[config.mk]
export PLATFORM = sky130hd
export DESIGN_NAME = mnist_image_loader_flat
export DESIGN_NICKNAME = d
export VERILOG_FILES = /design/src/rtl/mnist_image_loader_if.sv /design/src/rtl/mnist_image_loader.sv /design/src/flat_wrapper.sv
export SDC_FILE = /design/constraint.sdc
export NUM_CORES = 1
export LEC_CHECK = 0
export CORE_MARGIN = 1.5
export CORE_UTILIZATION = 47
export CTS_CLUSTER_DIAMETER = 120
export DETAILED_ROUTE_END_ITERATION = 12
export HOLD_SLACK_MARGIN = 0.12
export PLACE_DENSITY = 0.75
export SLEW_MARGIN = 15
export SYNTH_ARGS = -nofsm -noshare
export SYNTH_HDL_FRONTEND = slang
export SYNTH_SLANG_ARGS = --single-unit
export TNS_END_PERCENT = 50
[constraint.sdc]
create_clock -name clk -period 1.7 [get_ports clk]
set_input_delay 0.51 -clock clk [delete_from_list [all_inputs] [get_ports clk]]
set_output_delay 0.51 -clock clk [all_outputs]
set_load 0.05 [all_outputs]
[src/rtl/mnist_image_loader_if.sv]
// rtl/mnist_image_loader_if.sv - stream, runner write port and status bundle for the MNIST image loader
interface mnist_image_loader_if;
  logic       in_valid;
  logic [7:0] in_data;
  logic       in_ready;
  logic       write_enable;
  logic [9:0] write_addr;
  logic [7:0] write_data;
  logic [3:0] digit_in;
  logic [3:0] result_digit;
  logic       result_valid;
  logic       frame_error;
  logic       busy;

  // Loader side
  modport slave (
    input  in_valid, in_data, digit_in,
    output in_ready, write_enable, write_addr, write_data,
           result_digit, result_valid, frame_error, busy
  );

  // Stream source / runner / observer side
  modport master (
    output in_valid, in_data, digit_in,
    input  in_ready, write_enable, write_addr, write_data,
           result_digit, result_valid, frame_error, busy
  );
endinterface

[src/rtl/mnist_image_loader.sv]
// rtl/mnist_image_loader.sv - framed byte stream to binarised runner writes, digit report and stall abort
module mnist_image_loader #(
  parameter int         N_PIXELS       = 784,
  parameter logic [7:0] SYNC_BYTE      = 8'hA5,
  parameter logic [7:0] THRESHOLD      = 8'd128,
  parameter int         TIMEOUT_CYCLES = 100000,
  parameter int         SETTLE_CYCLES  = 2
) (
  input logic                  clk,
  input logic                  rst,
  mnist_image_loader_if.slave  bus
);
  localparam int ADDR_W = 10;
  localparam int PIX_W  = $clog2(N_PIXELS + 1);
  localparam int IDLE_W = $clog2(TIMEOUT_CYCLES + 1);
  localparam int SET_W  = $clog2(SETTLE_CYCLES + 1);

  typedef enum logic [1:0] {S_IDLE, S_LOAD, S_SETTLE, S_REPORT} state_t;

  state_t              state, state_next;
  logic [PIX_W-1:0]    pix_cnt, pix_cnt_next;
  logic [IDLE_W-1:0]   idle_cnt, idle_cnt_next;
  logic [SET_W-1:0]    settle_cnt, settle_cnt_next;
  logic                write_enable, write_enable_next;
  logic [ADDR_W-1:0]   write_addr, write_addr_next;
  logic [7:0]          write_data, write_data_next;
  logic [3:0]          result_digit, result_digit_next;
  logic                result_valid, result_valid_next;
  logic                frame_error, frame_error_next;
  logic                in_ready;
  logic                xfer;

  assign in_ready = (state == S_IDLE) || (state == S_LOAD);
  assign xfer     = bus.in_valid && in_ready;

  assign bus.in_ready     = in_ready;
  assign bus.busy         = (state != S_IDLE);
  assign bus.write_enable = write_enable;
  assign bus.write_addr   = write_addr;
  assign bus.write_data   = write_data;
  assign bus.result_digit = result_digit;
  assign bus.result_valid = result_valid;
  assign bus.frame_error  = frame_error;

  // State, counters and registered outputs; reset drops any in-flight write strobe
  always_ff @(posedge clk or posedge rst) begin
    if (rst) begin
      state        <= S_IDLE;
      pix_cnt      <= '0;
      idle_cnt     <= '0;
      settle_cnt   <= '0;
      write_enable <= 1'b0;
      write_addr   <= '0;
      write_data   <= '0;
      result_digit <= '0;
      result_valid <= 1'b0;
      frame_error  <= 1'b0;
    end else begin
      state        <= state_next;
      pix_cnt      <= pix_cnt_next;
      idle_cnt     <= idle_cnt_next;
      settle_cnt   <= settle_cnt_next;
      write_enable <= write_enable_next;
      write_addr   <= write_addr_next;
      write_data   <= write_data_next;
      result_digit <= result_digit_next;
      result_valid <= result_valid_next;
      frame_error  <= frame_error_next;
    end
  end

  // Next-state and next-output decode; strobes default low, write port holds its last value
  always_comb begin
    state_next        = state;
    pix_cnt_next      = pix_cnt;
    idle_cnt_next     = idle_cnt;
    settle_cnt_next   = settle_cnt;
    write_enable_next = 1'b0;
    write_addr_next   = write_addr;
    write_data_next   = write_data;
    result_digit_next = result_digit;
    result_valid_next = 1'b0;
    frame_error_next  = 1'b0;
    case (state)
      S_IDLE: begin
        if (xfer && (bus.in_data == SYNC_BYTE)) begin
          state_next    = S_LOAD;
          pix_cnt_next  = '0;
          idle_cnt_next = '0;
        end
      end
      S_LOAD: begin
        // A transfer always wins over a timeout landing in the same cycle
        if (xfer) begin
          write_enable_next = 1'b1;
          write_addr_next   = ADDR_W'(pix_cnt);
          write_data_next   = {7'b0, (bus.in_data >= THRESHOLD)};
          pix_cnt_next      = pix_cnt + PIX_W'(1);
          idle_cnt_next     = '0;
          if (pix_cnt == PIX_W'(N_PIXELS - 1)) begin
            state_next      = S_SETTLE;
            settle_cnt_next = '0;
          end
        end else if (idle_cnt == IDLE_W'(TIMEOUT_CYCLES - 1)) begin
          state_next       = S_IDLE;
          frame_error_next = 1'b1;
        end else begin
          idle_cnt_next = idle_cnt + IDLE_W'(1);
        end
      end
      S_SETTLE: begin
        // settle_cnt is 0 in the cycle the final write strobe is on the bus
        if (settle_cnt == SET_W'(SETTLE_CYCLES - 1)) begin
          state_next = S_REPORT;
        end else begin
          settle_cnt_next = settle_cnt + SET_W'(1);
        end
      end
      S_REPORT: begin
        result_digit_next = bus.digit_in;
        result_valid_next = 1'b1;
        state_next        = S_IDLE;
      end
      default: state_next = S_IDLE;
    endcase
  end
endmodule

[src/flat_wrapper.sv]
// flat-port wrapper written by rule: the top's interface ports become plain ports
module mnist_image_loader_flat 
#(
  parameter int         N_PIXELS       = 784,
  parameter logic [7:0] SYNC_BYTE      = 8'hA5,
  parameter logic [7:0] THRESHOLD      = 8'd128,
  parameter int         TIMEOUT_CYCLES = 100000,
  parameter int         SETTLE_CYCLES  = 2
)
  (clk, rst, bus_in_valid, bus_in_data, bus_digit_in, bus_in_ready, bus_write_enable, bus_write_addr, bus_write_data, bus_result_digit, bus_result_valid, bus_frame_error, bus_busy);
  mnist_image_loader_if bus_i ();
  input logic clk;
  input logic rst;
  input wire logic [$bits(bus_i.in_valid)-1:0] bus_in_valid;
  input wire logic [$bits(bus_i.in_data)-1:0] bus_in_data;
  input wire logic [$bits(bus_i.digit_in)-1:0] bus_digit_in;
  output wire logic [$bits(bus_i.in_ready)-1:0] bus_in_ready;
  output wire logic [$bits(bus_i.write_enable)-1:0] bus_write_enable;
  output wire logic [$bits(bus_i.write_addr)-1:0] bus_write_addr;
  output wire logic [$bits(bus_i.write_data)-1:0] bus_write_data;
  output wire logic [$bits(bus_i.result_digit)-1:0] bus_result_digit;
  output wire logic [$bits(bus_i.result_valid)-1:0] bus_result_valid;
  output wire logic [$bits(bus_i.frame_error)-1:0] bus_frame_error;
  output wire logic [$bits(bus_i.busy)-1:0] bus_busy;
  assign bus_i.in_valid = bus_in_valid;
  assign bus_i.in_data = bus_in_data;
  assign bus_i.digit_in = bus_digit_in;
  assign bus_in_ready = bus_i.in_ready;
  assign bus_write_enable = bus_i.write_enable;
  assign bus_write_addr = bus_i.write_addr;
  assign bus_write_data = bus_i.write_data;
  assign bus_result_digit = bus_i.result_digit;
  assign bus_result_valid = bus_i.result_valid;
  assign bus_frame_error = bus_i.frame_error;
  assign bus_busy = bus_i.busy;
  mnist_image_loader #(.N_PIXELS(N_PIXELS), .SYNC_BYTE(SYNC_BYTE), .THRESHOLD(THRESHOLD), .TIMEOUT_CYCLES(TIMEOUT_CYCLES), .SETTLE_CYCLES(SETTLE_CYCLES)) u_core (.clk(clk), .rst(rst), .bus(bus_i));
endmodule
# Yosys cells after proc, flatten, opt, wreduce, memory -nomap -nowiden
# Cells that the tools add are included.
# W data, S select, Z words.
# word_totals
out_inout_bits	27
reg_bits	49
elab_cells	64
input_bits	15
# classes
n_lt_le_gt_ge	1
eq_ne	15
addsub	3
mux	23
reduce_logical	12
# op_table
op	count
$mux W17	3
$pmux W17 S2	1
$mux W10	2
$pmux W10 S2	1
$add A17 B1 Y17 const B	1
$eq A17 B17 Y1 const B	1
$mux W2	8
$add A10 B1 Y10 const B	1
$eq A10 B10 Y1 const B	1
$eq A8 B8 Y1 const B	1
$ge A8 B8 Y1 const B	1
$pmux W2 S4	1
$reduce_and A4 Y1	2
$mux W1	6
$ne A2 B2 Y1 const B	3
$ne A3 B2 Y1 const B	2
$reduce_and A3 Y1	2
$reduce_bool A2 Y1	3
$eq A2 B1 Y1 const B	2
$eq A2 B2 Y1 const B	2
$ne A2 B1 Y1 const B	2
$pmux W2 S2	1
$ne A3 B3 Y1 const B	1
$add A2 B1 Y2 const B	1
4 further kinds	5

# Depth between registers and ports, before layout
# Gate-level depths: netlist of run 1.
# logic_depth
word_depth	6
depth_mapped	7
mapped_depth_nobuf	6

# Worst setup path after synthesis of run 1
# OpenSTA, ideal clock, no wires.
# synth_path
path_type	input-to-reg
startpoint	input bus_in_data[3]
endpoint	register u_core.idle_cnt[14]
path_buffers	1
setup_ns	0.076
arrival_ns	1.704
path_slack_ns	-0.080
path_stages	6
t_required_ns	1.624
path_cell_list	and4bb_1 a21oi_2 nor2_1 buf_2 or4_1 o21ai_1
# synth_via
elab_chain_cells	4
# synth_rtl
item	line_no	text
start: declaration	flat_wrapper.sv:15	input wire logic [$bits(bus_i.in_data)-1:0] bus_in_data;
$eq A8 B8 Y1	mnist_image_loader.sv:86	if (xfer && (bus.in_data == SYNC_BYTE)) begin
$logic_and A1 B1 Y1	mnist_image_loader.sv:86	
$ne A2 B2 Y1 (no source line)	-	
$reduce_and A3 Y1 (no source line)	-	
end signal: assignment	mnist_image_loader.sv:61	idle_cnt <= idle_cnt_next;
end: declaration	mnist_image_loader.sv:22	logic [IDLE_W-1:0] idle_cnt, idle_cnt_next;
# No other way between the ends.
# A chain may end at the register's enable or synchronous reset.

# Worst setup path in the final report of run 1
# layout_path
startpoint	register u_core.idle_cnt[0]
endpoint	register u_core.idle_cnt[14]
# layout_via
elab_chain_cells	4
elab_cells_between_ends	7
classes_between	add/sub: 1; eq/ne: 2; mux: 3; reduce/logical: 1
# layout_rtl
item	line_no	text
$add A17 B1 Y17	mnist_image_loader.sv:108	idle_cnt_next = idle_cnt + IDLE_W'(1);
$mux W17	mnist_image_loader.sv:104	end else if (idle_cnt == IDLE_W'(TIMEOUT_CYCLES - 1)) begin
$mux W17	mnist_image_loader.sv:94	if (xfer) begin
$pmux W17 S2	mnist_image_loader.sv:84	case (state)
# Several ways; a longest one is shown, not always the timed one. The select of a mux whose other input is x is not followed.

==> results of run 1 <==
through the flow:
step | hold slack [ns] | TNS (ns) | power [W] | area [µm²] | setup WS (ns)
floorplan | 0.443 | -0.0337 | 0.00188 | 2460 | -0.0337
global placement | 0.461 | -11.62 | 0.00231 | 3360 | -0.523
detailed placement | 0.487 | -12.46 | 0.00234 | 3360 | -0.565
CTS | 0.402 | -0.699 | 0.00336 | 3590 | -0.147
global route | 0.403 | -1.81 | 0.00358 | 3700 | -0.178
finish | 0.399 | -0.482 | 0.00342 | 3700 | -0.0997
layer usage:
layer  vias up  global-route usage, %
met1      1052                   31.2
met5         -                      0
met3         9                   4.42
li1       1046                      -
met4         0                   7.27
met2        64                   36.9
cells by family (layout without fill, tap and decap cells):
group / count (synthesis) / after routing / share of synthesized area [%]
xor+xnor: 10 / 10 / 3.61
mux: 8 / 8 / 3.61
other cells: 1 / 7 / 0.154
flops: 49 / 49 / 50.5
compound gates: 38 / 38 / 9.33
simple gates: 126 / 126 / 26.9
fa+ha+maj: 3 / 3 / 1.55
buf+inv: 20 / 102 / 4.33
final timing paths:
| kind | slack, ns | endpoint | cells past startpoint |
|---|---|---|---|
| max reg2reg | -0.1 | u_core.idle_cnt[14] | 7 |
| min reg2reg | 0.50 | u_core.idle_cnt[15] | 1 |
| max | -0.1 | u_core.idle_cnt[14] | 7 |
| min | 0.40 | u_core.bus.write_enable | 2 |
| min in group clk | 0.50 | u_core.idle_cnt[15] | 1 |
| max in group asynchronous | 0.85 | u_core.pix_cnt[0] | 3 |
timing repair:
item,CTS,global route
setup buffers,3,2
cloned,0,0
endpoints found under the setup margin,25,24
gates resized for setup,30,26
pin swaps,11,13
critical path, delay by kind of cell, from the launching register on:
kind	cells	cell delay, ns
AND/OR/NAND/NOR	3	0.79
flip-flops	1	0.40
AO/OA/AOI/OAI	2	0.21
adder cells (fa/ha/maj)	1	0.19
buffers and inverters	1	0.14
power by group through the flow:
stage / Clock [W] / Combinational (W) / Sequential, W
finish: 0.000976 / 0.00108 / 0.00136
global route: 0.00104 / 0.00116 / 0.00138
CTS: 0.000985 / 0.00102 / 0.00136
detailed placement: 0 / 0.000961 / 0.00138
global placement: 0 / 0.000937 / 0.00137
floorplan: 0 / 0.000409 / 0.00147
layout by cell type, fill, tap and decap left out, types with 3 or more instances in the layout:
cell,count
a21oi_1,6
o21ai_0,5
buf_6,4
inv_2,3
o21ai_1,7
dfrtp_1,48
and4bb_2,3
buf_12,20
nor2_1,17
buf_4,48
xor2_1,6
clkdlybuf4s50_1,5
dlygate4sd2_1,9
clkbuf_8,5
mux2_2,5
or3_1,6
conb_1,7
inv_1,5
xnor2_1,4
and3_1,4
a21oi_2,6
nor3_1,4
nand3_1,7
o21ai_2,3
nand2_1,53
nand4_1,6
cell type report:
| type | instances | area [µm²] | area share, % |
|---|---|---|---|
| well taps | 67 | 83.8 | 2.27 |
| clock buffers | 5 | 68.8 | 1.86 |
| repair buffers | 86 | 935 | 25.3 |
| flip-flops and latches | 49 | 1230 | 33.2 |
| clock inverters | 3 | 65.1 | 1.76 |
| multi-input cells | 192 | 1290 | 34.9 |
| inverters | 8 | 30.0 | 0.812 |
registers in the layout (all words and copies together) (netlist names), 2 cells and up, named ones only:
name and count:
u_core.bus.result_digit 4, u_core.settle_cnt 2, u_core.idle_cnt 17, u_core.bus.write_addr 10, u_core.pix_cnt 10
==> metrics, run 1 <==
first-pass GRT wire length=9650 µm; Placer Congestion=0.881; Max Fclk=0.556 GHz; Boundary Pins=42; DRC=0; internal power=0.00234 W; failing checks=setup timing; core area=4850 µm²; Final Max Tran Viols=0; worst-case clock buffer depth=2; reg-to-reg startpoint=u_core.idle_cnt[0]; synth unique cells=43; RSZ-0062 raised after global routing=true; die area=5610 µm²; drt via density=5.30; Syn Std Cell Area=2430 µm²; average wire per standard cell=14.5 µm; Tcrit/Tclk final=106%; Tot GR Track Use=22.8%; post-synth top area share=50.5%; NetSw=0.00108 W; num rows=25; CP max FO=3; post-synthesis sequential area ratio=50.5%; via count=2,171; initial antenna violation count=0; Chip Height=74.9 µm; Max stage delay on crit path=0.48 ns; startpoint types=flip-flop; count leader, synth=nand2_1; dpl cells=397; CTS tree=done; Port-buffer cells=34; worst vdd ir=0.797 mV; Area Overhead vs Synth=52.3%; post-route setup slack=-0.0997 ns; die width=74.9 µm; fin util=76.3%; vias in the first global route=2,102; Post-Syn Instances=255; Logic pwr share=31.7%; crit path max-delay cell type=or4_1; clock-pin transition on the worst setup and hold timing paths=0.09 ns; clock share of power=28.5%; largest net degree at the start of global routing=30; DRT iter0 DRCs=133; layout cells sized above 1=35.9%; CTS Root Cell=clkbuf_8; critical path, cell by cell=ha_2 > and4b_1 > nand4_1 > buf_4 > o211ai_1 > or4_1 > o21ai_1; Yosys reg bits=49; top post-synthesis cells by count=nand2_1, dfrtp_1, nor2_1; Layout Cells excl Fill=410; H-tree depth=2; Num CTS Buffers=5; grt ovf=0; Synth Flop Type=dfrtp_1; Setup CP Type=flip-flop to flip-flop; Post-synth EDFFs=0; largest area contributor in the netlist=dfrtp_1; HPWL after detailed placement=4270 µm; leakage power=1.72 nW; highest routed layer=met4; crit path from=u_core.idle_cnt[0]; Starting Density=50.1%; Fill cells=299; Seq pwr share=39.8%; worst hold path type=input port to async pin; endpoint class of the critical path=flip-flop; Post-Route WL=5960 µm; # clock sinks=49; Syn Area/Cell=9.52 µm²; switch share=31.5%; Worst Path Arrival=2.03 ns; outcome=complete, but fails checks; M1 WL=2670 µm; cts hold-fix bufs=0; Clock Skews=0.00455 ns; asr flop ratio synth=100%; DRT Pass-1 Iters=4; minimum clock period after layout=1.80 ns; Fin. Hold Viols=0; nets=360; Final setup viols=11; Synth Warn #=0; worst endpoint required time=1.93 ns; post-route ant nets=0; Clk Latency, worst-skew pair=0.30 ns; power density over the cells=924 nW/µm²; routed wl met3=274 µm; routed wl met2=2920 µm; Area contributors post-synth=dfrtp_1, nand2_1, nor2_1, mux2_2, a21oi_1; Max Cap Viol=0; n_diodes=0
No activity file was read; power rests on OpenSTA's default activity.
==> inputs of run 2 (changes only) <==
--- a/config.mk
+++ b/config.mk
@@ -6,11 +6,12 @@
 export NUM_CORES = 1
 export LEC_CHECK = 0
 export CORE_MARGIN = 1.5
-export CORE_UTILIZATION = 47
+export CORE_UTILIZATION = 52
 export CTS_CLUSTER_DIAMETER = 120
 export DETAILED_ROUTE_END_ITERATION = 12
 export HOLD_SLACK_MARGIN = 0.12
-export PLACE_DENSITY = 0.75
+export MAX_ROUTING_LAYER = met4
+export PLACE_DENSITY = 0.79
 export SLEW_MARGIN = 15
 export SYNTH_ARGS = -nofsm -noshare
 export SYNTH_HDL_FRONTEND = slang
==> constraint.sdc (replaced) <==
create_clock -name clk -period 1.9 [get_ports clk]
set_input_delay 0.57 -clock clk [delete_from_list [all_inputs] [get_ports clk]]
set_output_delay 0.57 -clock clk [all_outputs]
set_load 0.05 [all_outputs]
==> run 2 against run 1 <==
  * The run still ends with setup timing left
  * Count of clock-buffer cells in the layout up 2
  * Cell count decreased by 7.8%
  * Sequential share of layout area up 5.3 points
  * Highest routed layer unchanged
==> metrics, run 2 (same netlist as run 1, synthesis figures left out) <==
H-tree depth=2 (unchanged); first-pass GRT wire length=9150 µm (was 9650 µm); minimum clock period after layout=1.92 ns (was 1.80 ns); outcome=complete, but fails checks (unchanged); clock-pin transition on the worst setup and hold timing paths=0.08 ns (was 0.09 ns); largest net degree at the start of global routing=50 (was 30); max reg flops=17 (unchanged); Setup CP Type=flip-flop to flip-flop (unchanged); Starting Density=55.0% (was 50.1%); startpoint types=flip-flop (unchanged); Port-buffer cells=34 (unchanged); endpoint class of the critical path=flip-flop (unchanged); failing checks=setup timing (unchanged); Max Fclk=0.521 GHz (was 0.556 GHz); RSZ-0062 raised after global routing=true (unchanged); vias in the first global route=2,002 (was 2,102); CP max FO=4 (was 3); worst hold path type=flip-flop to flip-flop (was input port to async pin); HPWL after detailed placement=3860 µm (was 4270 µm); die area=5090 µm² (was 5610 µm²); Num CTS Buffers=5 (unchanged); Fill cells=337 (was 299); Tot GR Track Use=23.7% (was 22.8%); largest registers=u_core.idle_cnt (17), u_core.bus.write_addr (10), u_core.pix_cnt (10) (unchanged); post-route setup slack=-0.0199 ns (was -0.0997 ns); DRT iter0 DRCs=158 (was 133); num rows=24 (was 25); Final Max Tran Viols=0 (unchanged); Final setup viols=1 (was 11); via count=2,100 (was 2,171); crit path max-delay cell type=or4_1 (unchanged); grt ovf=0 (unchanged); leading cell type in the layout, fill and taps excluded=nand2_1 (unchanged); Tcrit/Tclk final=101% (was 106%); Post-Route WL=5340 µm (was 5960 µm); placed cell area=3000 µm² (was 3360 µm²); Clk Latency, worst-skew pair=0.31 ns (was 0.30 ns); initial antenna violation count=0 (unchanged); Design Area, Final=3180 µm² (was 3700 µm²); leakage power=1.55 nW (was 1.72 nW); CTS Root Cell=clkbuf_8 (unchanged); worst endpoint required time=2.13 ns (was 1.93 ns); average wire per standard cell=14.1 µm (was 14.5 µm); layout cells sized above 1=26.4% (was 35.9%); Placer Congestion=0.862 (was 0.881); Max stage delay on crit path=0.54 ns (was 0.48 ns); core area=4410 µm² (was 4850 µm²); Worst Path Arrival=2.15 ns (was 2.03 ns); total power=0.00259 W (was 0.00342 W); Most flops, register=u_core.idle_cnt (unchanged); power density over the cells=813 nW/µm² (was 924 nW/µm²); post-route ant nets=0 (unchanged); DRT Pass-1 Iters=4 (unchanged); Chip Height=71.3 µm (was 74.9 µm); most frequent cells in the layout=nand2_1, buf_4, dfrtp_1, nor2_1, a21oi_1 (was nand2_1, dfrtp_1, buf_4, buf_12, nor2_1); DRC=0 (unchanged); Boundary Pins=42 (unchanged); critical path, cell by cell=ha_2 > and4b_1 > nand4_1 > buf_4 > o211ai_1 > or4_1 > o21ai_1 (unchanged); Fin. Hold Viols=0 (unchanged); worst vdd ir=0.473 mV (was 0.797 mV); drt via density=5.56 (was 5.30); n_diodes=0 (unchanged); CTS tree=done (unchanged); Max Cap Viol=0 (unchanged); worst-case clock buffer depth=2 (unchanged); Area Overhead vs Synth=31.1% (was 52.3%); nets=344 (was 360); # clock sinks=49 (unchanged); die width=71.3 µm (was 74.9 µm); Clock Skews=0.00725 ns (was 0.00455 ns)
[run 2: cell types whose count changed in the layout (fill, tap and decap cells not counted), moves of 2 or more]
cell / before / now
and4bb_2: 3 / 1
buf_12: 20 / 2
a21oi_1: 6 / 11
and4bb_1: 1 / 3
o21ai_0: 5 / 10
o21ai_2: 3 / 0
bufinv_16: 2 / 0
a21oi_2: 6 / 0
buf_4: 48 / 51
nor4_4: 2 / 0
o21ai_1: 7 / 5
[run 2: cell type report]
class	count	area, µm²	area share, %
inverter	8	30.0	0.943
sequential	49	1230	38.5
multi-input combinational	192	1190	37.4
timing repair buffer	70	586	18.4
tap	52	65.1	2.04
clock buffer	7	86.3	2.71
[run 2: timing repair]
action                                  in CTS  in global routing
pin swaps                                    6                  3
resized for setup                           22                  5
buffers inserted                             1                  2
hold buffers                                 0                  0
endpoints found under the setup margin      20                 15
[run 2: where the power goes]
group          leakage, nW  total, W  internal [W]  switching, W
registers            0.668   0.00120       0.00113     0.0000675
clock network       0.0443  0.000606      0.000289      0.000317
logic                0.840  0.000784      0.000317      0.000467
total                 1.55   0.00259       0.00174      0.000852
[run 2: metrics by stage]
step / hold WS, ns / util, % / std cells / setup TNS, ns / worst slack, ns
floorplan: 0.443 / - / 261 / 0 / 0.0597
global placement: 0.459 / 68.1 / 368 / -8.36 / -0.425
detailed placement: 0.465 / 68.1 / 368 / -9.50 / -0.515
CTS: 0.479 / 71.3 / 376 / -0.0226 / -0.0226
global route: 0.502 / 72.1 / 378 / -0.141 / -0.107
finish: 0.476 / 72.1 / 378 / -0.0199 / -0.0199
[run 2: path summary, 6_finish.rpt]
kind	slack, ns	start	endpoint	depth (start not counted)
max	-0.02	u_core.idle_cnt[0]	u_core.idle_cnt[12]	7
min in group asynchronous	0.62	rst	u_core.pix_cnt[2]	3
max in group asynchronous	1.06	rst	u_core.bus.result_digit[1]	3
min reg2reg	0.48	u_core.idle_cnt[16]	u_core.idle_cnt[16]	1
max reg2reg	-0.02	u_core.idle_cnt[0]	u_core.idle_cnt[12]	7
min	0.48	u_core.idle_cnt[16]	u_core.idle_cnt[16]	1
[run 2: routing by layer]
layer,share of wire [%],vias to the layer above,GRT usage (%)
li1,-,1016,-
met1,45,1019,32.6
met2,49,55,36.1
met3,3.8,10,2.95
met4,2.0,0,9.01
met5,0,-,-
[run 2: worst max-delay path: cells and delay by family, from the launching register on]
family	cells	cell delay, ns
simple gates	3	0.89
flops	1	0.39
compound gates	2	0.24
fa+ha+maj	1	0.19
buf+inv	1	0.14
